### src/rtl/redun_norm_if.sv
// Handshake/result bundle between the redundant-form squarer and redun_norm.
// master: producer of redundant words and consumer of the result; slave: redun_norm.
interface redun_norm_if #(
    parameter int unsigned NUM_WRDS = 4,
    parameter int unsigned WRD_BITS = 16
);
    logic [NUM_WRDS-1:0][WRD_BITS:0]  i_dat;   // word 0 least significant, top bit is carry
    logic                             i_val;
    logic                             o_rdy;
    logic [NUM_WRDS*WRD_BITS-1:0]     o_dat;
    logic [1:0]                       o_carry;
    logic                             o_val;
    logic                             o_drop;

    modport master (
        output i_dat, i_val,
        input  o_rdy, o_dat, o_carry, o_val, o_drop
    );

    modport slave (
        input  i_dat, i_val,
        output o_rdy, o_dat, o_carry, o_val, o_drop
    );
endinterface

### src/rtl/redun_norm.sv
// redun_norm: resolves redundant carry-save words into plain binary, one word per cycle,
// so the carry path stays a single WRD_BITS+2-bit adder.
// Optional feature macro: REDUN_NORM_FINAL_SUB_EN adds one word-serial conditional
// subtraction of MOD before the result is presented. Without it MOD is unused.
// Defaults mirror the squarer package values (4 x 16-bit words).
module redun_norm #(
    parameter int unsigned                      NUM_WRDS = 4,
    parameter int unsigned                      WRD_BITS = 16,
    parameter logic [NUM_WRDS*WRD_BITS-1:0]     MOD      = 64'h8000_0000_0000_0001
) (
    input  logic         i_clk,
    input  logic         i_rst,
    redun_norm_if.slave  io_bus
);
    localparam int unsigned IdxW = (NUM_WRDS > 1) ? $clog2(NUM_WRDS) : 1;

    typedef enum logic [1:0] {StIdle, StProp, StSub, StDone} state_e;

    state_e                             r_state;
    logic [NUM_WRDS-1:0][WRD_BITS:0]    r_hold;
    logic [NUM_WRDS-1:0][WRD_BITS-1:0]  r_out;
    logic [1:0]                         r_c;
    logic [IdxW-1:0]                    r_idx;

    logic [WRD_BITS:0]                  w_word;
    logic [WRD_BITS:0]                  w_sum;
    logic [1:0]                         w_c_next;
    logic                               w_last;

    // Carry-resolve datapath for the current word
    always_comb begin
        w_word   = r_hold[r_idx];
        w_sum    = {1'b0, w_word[WRD_BITS-1:0]} + {{(WRD_BITS-1){1'b0}}, r_c};
        w_c_next = {1'b0, w_word[WRD_BITS]} + {1'b0, w_sum[WRD_BITS]};
        w_last   = (r_idx == IdxW'(NUM_WRDS - 1));
    end

`ifdef REDUN_NORM_FINAL_SUB_EN
    localparam logic [NUM_WRDS-1:0][WRD_BITS-1:0] ModWrds = MOD;

    logic [NUM_WRDS-1:0][WRD_BITS-1:0]  r_scr;
    logic                               r_bw;
    logic [NUM_WRDS-1:0][WRD_BITS-1:0]  w_scr;
    logic [WRD_BITS:0]                  w_diff;
    logic [1:0]                         w_top;
    logic                               w_top_bw;

    // Borrow-serial subtract of one MOD word; top limb is the resolved carry
    always_comb begin
        w_diff        = {1'b0, r_out[r_idx]} - {1'b0, ModWrds[r_idx]}
                        - {{WRD_BITS{1'b0}}, r_bw};
        w_scr         = r_scr;
        w_scr[r_idx]  = w_diff[WRD_BITS-1:0];
        w_top         = r_c - {1'b0, w_diff[WRD_BITS]};
        w_top_bw      = (r_c == 2'd0) && w_diff[WRD_BITS];
    end
`endif

    // Control FSM with registered outputs
    always_ff @(posedge i_clk or posedge i_rst) begin
        if (i_rst) begin
            r_state        <= StIdle;
            r_hold         <= '0;
            r_out          <= '0;
            r_c            <= 2'd0;
            r_idx          <= '0;
            io_bus.o_rdy   <= 1'b1;
            io_bus.o_dat   <= '0;
            io_bus.o_carry <= 2'd0;
            io_bus.o_val   <= 1'b0;
            io_bus.o_drop  <= 1'b0;
`ifdef REDUN_NORM_FINAL_SUB_EN
            r_scr          <= '0;
            r_bw           <= 1'b0;
`endif
        end else begin
            io_bus.o_val  <= 1'b0;
            io_bus.o_drop <= io_bus.i_val && (r_state != StIdle);
            case (r_state)
                StIdle: begin
                    if (io_bus.i_val) begin
                        r_hold       <= io_bus.i_dat;
                        r_c          <= 2'd0;
                        r_idx        <= '0;
                        io_bus.o_rdy <= 1'b0;
                        r_state      <= StProp;
                    end else begin
                        // Ready rises one cycle after o_val, once IDLE is settled
                        io_bus.o_rdy <= 1'b1;
                    end
                end
                StProp: begin
                    r_out[r_idx] <= w_sum[WRD_BITS-1:0];
                    r_c          <= w_c_next;
                    if (w_last) begin
                        r_idx   <= '0;
`ifdef REDUN_NORM_FINAL_SUB_EN
                        r_bw    <= 1'b0;
                        r_state <= StSub;
`else
                        r_state <= StDone;
`endif
                    end else begin
                        r_idx <= r_idx + 1'b1;
                    end
                end
`ifdef REDUN_NORM_FINAL_SUB_EN
                StSub: begin
                    r_scr <= w_scr;
                    r_bw  <= w_diff[WRD_BITS];
                    if (w_last) begin
                        // Commit only when {c, out} >= MOD
                        if (!w_top_bw) begin
                            r_out <= w_scr;
                            r_c   <= w_top;
                        end
                        r_idx   <= '0;
                        r_state <= StDone;
                    end else begin
                        r_idx <= r_idx + 1'b1;
                    end
                end
`endif
                StDone: begin
                    io_bus.o_dat   <= r_out;
                    io_bus.o_carry <= r_c;
                    io_bus.o_val   <= 1'b1;
                    r_state        <= StIdle;
                end
                default: r_state <= StIdle;
            endcase
        end
    end
endmodule

### src/flat_wrapper.sv
// flat-port wrapper written by rule: the top's interface ports become plain ports
module redun_norm_flat 
#(
    parameter int unsigned                      NUM_WRDS = 4,
    parameter int unsigned                      WRD_BITS = 16,
    parameter logic [NUM_WRDS*WRD_BITS-1:0]     MOD      = 64'h8000_0000_0000_0001
)
  (i_clk, i_rst, io_bus_i_dat, io_bus_i_val, io_bus_o_rdy, io_bus_o_dat, io_bus_o_carry, io_bus_o_val, io_bus_o_drop);
  redun_norm_if #(.NUM_WRDS(NUM_WRDS), .WRD_BITS(WRD_BITS)) io_bus_i ();
  input  logic i_clk;
  input  logic i_rst;
  input wire logic [$bits(io_bus_i.i_dat)-1:0] io_bus_i_dat;
  input wire logic [$bits(io_bus_i.i_val)-1:0] io_bus_i_val;
  output wire logic [$bits(io_bus_i.o_rdy)-1:0] io_bus_o_rdy;
  output wire logic [$bits(io_bus_i.o_dat)-1:0] io_bus_o_dat;
  output wire logic [$bits(io_bus_i.o_carry)-1:0] io_bus_o_carry;
  output wire logic [$bits(io_bus_i.o_val)-1:0] io_bus_o_val;
  output wire logic [$bits(io_bus_i.o_drop)-1:0] io_bus_o_drop;
  assign io_bus_i.i_dat = io_bus_i_dat;
  assign io_bus_i.i_val = io_bus_i_val;
  assign io_bus_o_rdy = io_bus_i.o_rdy;
  assign io_bus_o_dat = io_bus_i.o_dat;
  assign io_bus_o_carry = io_bus_i.o_carry;
  assign io_bus_o_val = io_bus_i.o_val;
  assign io_bus_o_drop = io_bus_i.o_drop;
  redun_norm #(.NUM_WRDS(NUM_WRDS), .WRD_BITS(WRD_BITS), .MOD(MOD)) u_core (.i_clk(i_clk), .i_rst(i_rst), .io_bus(io_bus_i));
endmodule
### config.mk
export PLATFORM = sky130hd
export DESIGN_NAME = redun_norm_flat
export DESIGN_NICKNAME = d
export VERILOG_FILES = /design/src/rtl/redun_norm_if.sv /design/src/rtl/redun_norm.sv /design/src/flat_wrapper.sv
export SDC_FILE = /design/constraint.sdc
export NUM_CORES = 1
export LEC_CHECK = 0
export CAP_MARGIN = 20
export CORE_MARGIN = 4
export CORE_UTILIZATION = 35
export DETAILED_ROUTE_END_ITERATION = 7
export PLACE_DENSITY_LB_ADDON = 0.15
export SYNTH_ARGS = -nofsm -noshare
export SYNTH_HDL_FRONTEND = slang
export SYNTH_SLANG_ARGS = --single-unit
### constraint.sdc
create_clock -name i_clk -period 8.9 [get_ports i_clk]
set_input_delay 1.78 -clock i_clk [delete_from_list [all_inputs] [get_ports i_clk]]
set_output_delay 1.78 -clock i_clk [all_outputs]
set_load 0.02 [all_outputs]
### After elaboration in Yosys (flattened, before gate mapping)

Cells that the tools add are included.

* add/sub/neg operators: 3
* $lt $le $gt $ge: 2
* eq/ne operators: 5
* muxes and demuxes: 14
* reductions and logical operators: 8

Operator list (number)
* $bwmux W64: 1
* $bmux W17 S2: 1
* $demux W16 S2: 1
* $add A16 B2 Y17: 1
* $mux W17: 1
* $mux W16: 1
* $pmux W2 S2: 3
* $mux W2: 4
* $reduce_and A2 Y1: 3
* $eq A2 B2 Y1 const B: 2
* $reduce_bool A2 Y1: 2
* $lt A2 B3 Y1 const B: 1
* $add A1 B1 Y2: 1
* $add A2 B1 Y2 const B: 1
* $eq A2 B1 Y1 const B: 1
* $ge A2 B1 Y1 const B: 1
* $logic_and A1 B1 Y1: 2
* $logic_not A2 Y1: 1
* $mux W1: 2
* $ne A2 B1 Y1 const B: 1
* $ne A2 B2 Y1 const B: 1

* register bits: 207
* bits of input ports: 71
* logic and storage cells: 48

### Logic depth before layout (Yosys ltp)

* depth after elaboration: 5
* depth in mapped cells: 12

### Worst setup path after synthesis

OpenSTA, ideal clock, no wires.

* kind: in2reg
* from: input io_bus_i_val
* to: register u_core.r_hold[0] (netlist bit)
* setup time: 0.125 ns
* arrival time: 3.213 ns
* data required time: 8.775 ns
* path slack: 5.562 ns
* stages: 4
* path buffers: 2
* path through: nor3b_1 > clkbuf_1 > clkbuf_1 > mux2_2

* cells in the longest elaborated chain, start to end: 1

RTL lines
* start, declared: line flat_wrapper.sv:13 `input wire logic [$bits(io_bus_i.i_val)-1:0] io_bus_i_val;`
* $reduce_and A2 Y1 (no line)
* end signal, assigned: line redun_norm.sv:82 `r_hold <= io_bus.i_dat;`
* end, declared: line redun_norm.sv:20 `logic [NUM_WRDS-1:0][WRD_BITS:0] r_hold;`

No other way between the ends.
A chain may end at the register's enable or synchronous reset.

### Worst setup path after layout

* from: register u_core.r_idx[1]
* to: register u_core.r_c[0]

* cells in the longest elaborated chain, start to end: 5

RTL lines
* start, declared: line redun_norm.sv:23 `logic [IdxW-1:0] r_idx;`
* start signal, assigned: line redun_norm.sv:104 `r_idx <= r_idx + 1'b1;`
* $bmux W17 S2 *: line redun_norm.sv:32 `w_word = r_hold[r_idx];`
* $mux W17 (not written as such) *: line redun_norm.sv:32
* $add A16 B2 Y17: line redun_norm.sv:33 `w_sum = {1'b0, w_word[WRD_BITS-1:0]} + {{(WRD_BITS-1){1'b0}}, r_c};`
* $add A1 B1 Y2 *: line redun_norm.sv:34 `w_c_next = {1'b0, w_word[WRD_BITS]} + {1'b0, w_sum[WRD_BITS]};`
* $pmux W2 S2 *: line redun_norm.sv:79 `case (r_state)`
* end signal, assigned: line redun_norm.sv:94 `r_c <= w_c_next;`
* end, declared: line redun_norm.sv:22 `logic [1:0] r_c;`

Every way passes the cells marked *; elsewhere a longest branch is shown, timed or not. The select of a mux whose other input is x is not followed.

==> summary.txt <==
Routing
  – Drt via density: about 4.8
  – Final wirelength: 18.5 mm
  – DRC: 0
  – Avg WL per Cell: roughly 17 um
  – Detail Route Antenna Nets: 0
  – First-iteration detailed-routing DRC count: around 200
  – Routed via count: slightly above 5,000
  – DRT Pass-1 Iters: 4

Cells and area
  – Fin area: 10,900 um^2
  – Post-layout util: 0.463
  – Area grow syn2layout: 29.5%
  – Ratio of cells with drive above 1 in the final layout: 0.257
  – Ant diodes: 0
  – # nets final: about 810
  – Area occupied by registers: 5180 um^2
  – Area of the multi-input gates: just over 3000 um^2
  – Fillcell total: 2,128

Pwr
  – Max rail drop VDD: between 0.0001 and 0.00015 V
  – LEAKAGE: 4.70 nW
  – Sw frac: 0.341
  – Switching power: about 0.0015 W
  – Int Pwr: 0.00286 W
  – Part of the power in registers: 0.379
  – Clk network pwr share: 0.233
  – Combinational power share: 0.388
  – Pwr per Cell Area: 398 nW/um^2

Setup path
  – Worst Path Required: roughly 9.3 ns
  – Worst Setup End Kind: register
  – Slowest cell delay on critical path: 0.94 ns
  – Max FO, Critical Path: 20
  – Most used cell, CP: ha_1
  – Worst reg2reg path depth: 9
  – Crit path arrival time: 3.89 ns
  – Slowest CP cell: dfrtp_1
  – RR Endpoint: u_core.r_c[0]$_DFFE_PP0P_
  – R2R Setup Slk: 5.39 ns
  – Crit-path cells: mux4_2, ha_1, inv_1, fa_1, nand3b_1, nor4_1, and3_1, ha_1, a22o_1
  – Origin of the critical flop-to-flop path: u_core.r_idx[1]$_DFFE_PP0P_
  – CP Launch Type: register
  – Worst Setup Path Type: reg2reg

STA
  – Slew Limit Fails: 0
  – Relative slew slack: 0.349
  – Max Fclk: ~0.28 GHz
  – Final min period: around 3.5 ns
  – Setup TNS: 0 ns
  – RSZ-0062 raised after global routing: false
  – Hold Vio Cnt, Final: 0
  – Worst-margin pin slew: 0.974 ns
  – Clock Skews: 0.00919 ns
  – Tcrit/Tclk final: 0.395
  – Setup-failing EPs final: 0

Yosys
  – Synthesized area: 8420 um^2
  – Yosys warnings: 0
  – Post-synth EDFFs: 0
  – Synthesized instance count: roughly 600
  – FFs w/ async S/R, synth: 1.00
  – Syn nets: 677
  – Ranking of synthesized cells by area: dfrtp_1, mux2_2, o21ai_0, nand2_1, mux4_1
  – Dominant cell type by area after synthesis: dfrtp_1
  – Syn_area_per_cell: 14.1 um^2
  – Netlist cell types: 37
  – Top_reg_cell synth: dfrtp_1
  – Seq/Total Area, Yosys: 0.615
  – Synth top area share: 0.612
  – Seq cells post-synth: ~210

CTS
  – Worst-Skew Late Latency: 0.49 ns
  – Resize count post-CTS: 0
  – Clock Sinks: about 210
  – CTS tree: done
  – Maximum clock path buffer count: 3
  – CTS Buf Count: 23
  – Root buffer cell: clkbuf_16
  – Postcts setup bufs: 0
  – H-tree depth: 1
  – Clk slew on worst S/H paths: around 0.06 ns
  – Cts hold-fix bufs: 0

Job
  – Max_cap viols: 0

Placement
  – Placer Congestion: 0.740
  – Hpwl dp: 13.0 mm
  – PortBufs: 139
  – Post-Place Cell Area: 10,100 um^2

Die
  – Core ar.: 23,500 um^2
  – Die Y: 163 um
  – Die Footprint: 26,600 um^2
  – Initial Utilization: 0.358
  – Ports: 140
  – Site row count: 56
  – Die Wd: 163 um

Min path
  – Worst min-delay path category: reg2reg
  – Worst Hold Depth: 2
  – Worst hold endpoint: u_core.r_out[17]$_DFFE_PP0P_
  – Hold Crit Start: u_core.r_out[17]$_DFFE_PP0P_

Global route
  – First-pass GRT wire length: 30.3 mm
  – Largest net degree at the start of global routing: between 100 and 150
  – Overall Global Routing Usage: 0.141
  – Number of global-route vias before repair: about 5,500
  – Initial antenna violation count: 0
  – Grt ovf: 0

Outcome
  – Outcome: complete, no violations
## worst max-delay path, delay by kind of cell, from the launching register on
| kind | cells | cell delay (ns) |
|---|---|---|
| flops | 1 | 0.94 |
| fa+ha+maj | 3 | 0.84 |
| simple gates | 3 | 1.00 |
| compound gates | 1 | 0.21 |
| mux | 1 | 0.36 |
| buf+inv | 1 | 0.06 |
## per-stage QoR
stage	cells	hold WS [ns]	total power (W)	setup WS, ns
4_1_cts	1069	0.481	0.00441	5.35
5_1_grt	1069	0.507	0.00464	5.14
6_report	1069	0.479	0.00434	5.39
3_5_place_dp	1028	0.468	0.00338	4.86
3_3_place_gp	1028	0.459	0.00332	4.94
2_1_floorplan	598	0.444	0.00274	1.47
## logic make-up (layout without fill, tap and decap cells)
| family | Yosys count | in the layout | share of synthesized area |
|---|---|---|---|
| AO/OA/AOI/OAI | 70 | 70 | 0.0450 |
| XOR/XNOR | 13 | 13 | 0.0135 |
| adder cells (fa/ha/maj) | 8 | 8 | 0.0128 |
| flip-flops | 207 | 207 | 0.615 |
| multiplexers | 154 | 154 | 0.233 |
| AND/OR/NAND/NOR | 103 | 103 | 0.0555 |
| buffers and inverters | 43 | 195 | 0.0251 |
## final cells by class
type                       count  area share
sequential                   207       0.475
multi-input combinational    348       0.279
timing repair buffer         143       0.130
clock buffer                  34      0.0630
tap                          319      0.0366
clock inverter                 7      0.0124
inverter                      11     0.00447
## worst max-delay path by stage
stage	cells past startpoint	endpoint	slack, ns	start
5_1_grt	3	u_core.io_bus.o_dat[34]$_DFFE_PP0P_	5.14	i_rst
3_3_place_gp	3	u_core.io_bus.o_dat[21]$_DFFE_PP0P_	4.94	i_rst
2_1_floorplan	1	u_core.io_bus.o_carry[0]$_DFFE_PP0P_	1.47	i_rst
3_5_place_dp	3	u_core.io_bus.o_dat[21]$_DFFE_PP0P_	4.86	i_rst
6_report	9	u_core.r_c[0]$_DFFE_PP0P_	5.39	u_core.r_idx[1]$_DFFE_PP0P_
4_1_cts	9	u_core.r_c[0]$_DFFE_PP0P_	5.35	u_core.r_idx[1]$_DFFE_PP0P_
## routing by layer
metal | global-route usage | routed length [um]
met2 | 0.221 | 8310
met4 | 0.0305 | 267
met5 | 0 | 0
met3 | 0.0257 | 995
met1 | 0.206 | 8920
## cells in the final DEF, fill, tap and decap left out, types with 2 or more instances in the layout
| cell | Yosys | routed |
|---|---|---|
| dfrtp_1 | 206 | 206 |
| clkdlybuf4s50_1 | 0 | 139 |
| mux2_2 | 137 | 137 |
| nand2_1 | 74 | 73 |
| o21ai_0 | 61 | 61 |
| clkbuf_16 | 0 | 23 |
| mux4_1 | 10 | 10 |
| inv_1 | 11 | 10 |
| xnor2_1 | 9 | 9 |
| mux4_2 | 7 | 7 |
| nand3_1 | 7 | 7 |
| ha_1 | 7 | 7 |
| clkbuf_8 | 1 | 7 |
| or4_1 | 5 | 5 |
| nor3_1 | 4 | 4 |
| xor2_1 | 4 | 4 |
| bufinv_16 | 0 | 4 |
| clkbuf_1 | 23 | 4 |
| buf_4 | 2 | 4 |
| nor2_1 | 3 | 3 |
| o2111ai_1 | 3 | 3 |
| clkinv_2 | 0 | 3 |
| nor4_1 | 2 | 2 |
## state kept, by name (all words and copies together), names as in the netlist
| name | flops |
|---|---|
| u_core.r_idx | 2 |
| u_core.r_state | 2 |
| u_core.r_hold | 68 |
| u_core.io_bus.o_carry | 2 |
| u_core.io_bus.o_rdy | 1 |
| u_core.r_out | 64 |
| u_core.io_bus.o_val | 1 |
| u_core.io_bus.o_dat | 64 |
| u_core.r_c | 2 |
| u_core.io_bus.o_drop | 1 |
## synthesized netlist by cell type (3+ instances only)
cell and number:
or4_1 5, dfrtp_1 206, ha_1 7, nand2_1 74
buf_6 3, xnor2_1 9, clkbuf_1 23, xor2_1 4
mux2_2 137, o2111ai_1 3, mux4_2 7, o21ai_0 61
nand3_1 7, nor3_1 4, mux4_1 10, nor2_1 3
inv_1 11
## power by group through the flow
stage	sequential, W	combinational, W	clock (W)
after CTS	0.00166	0.00171	0.00104
after floorplan	0.00173	0.00102	0
after global placement	0.00165	0.00167	0
after detailed placement	0.00167	0.00171	0
final	0.00165	0.00168	0.00101
after global routing	0.00171	0.00185	0.00108
(Power assumes the default switching activity.)
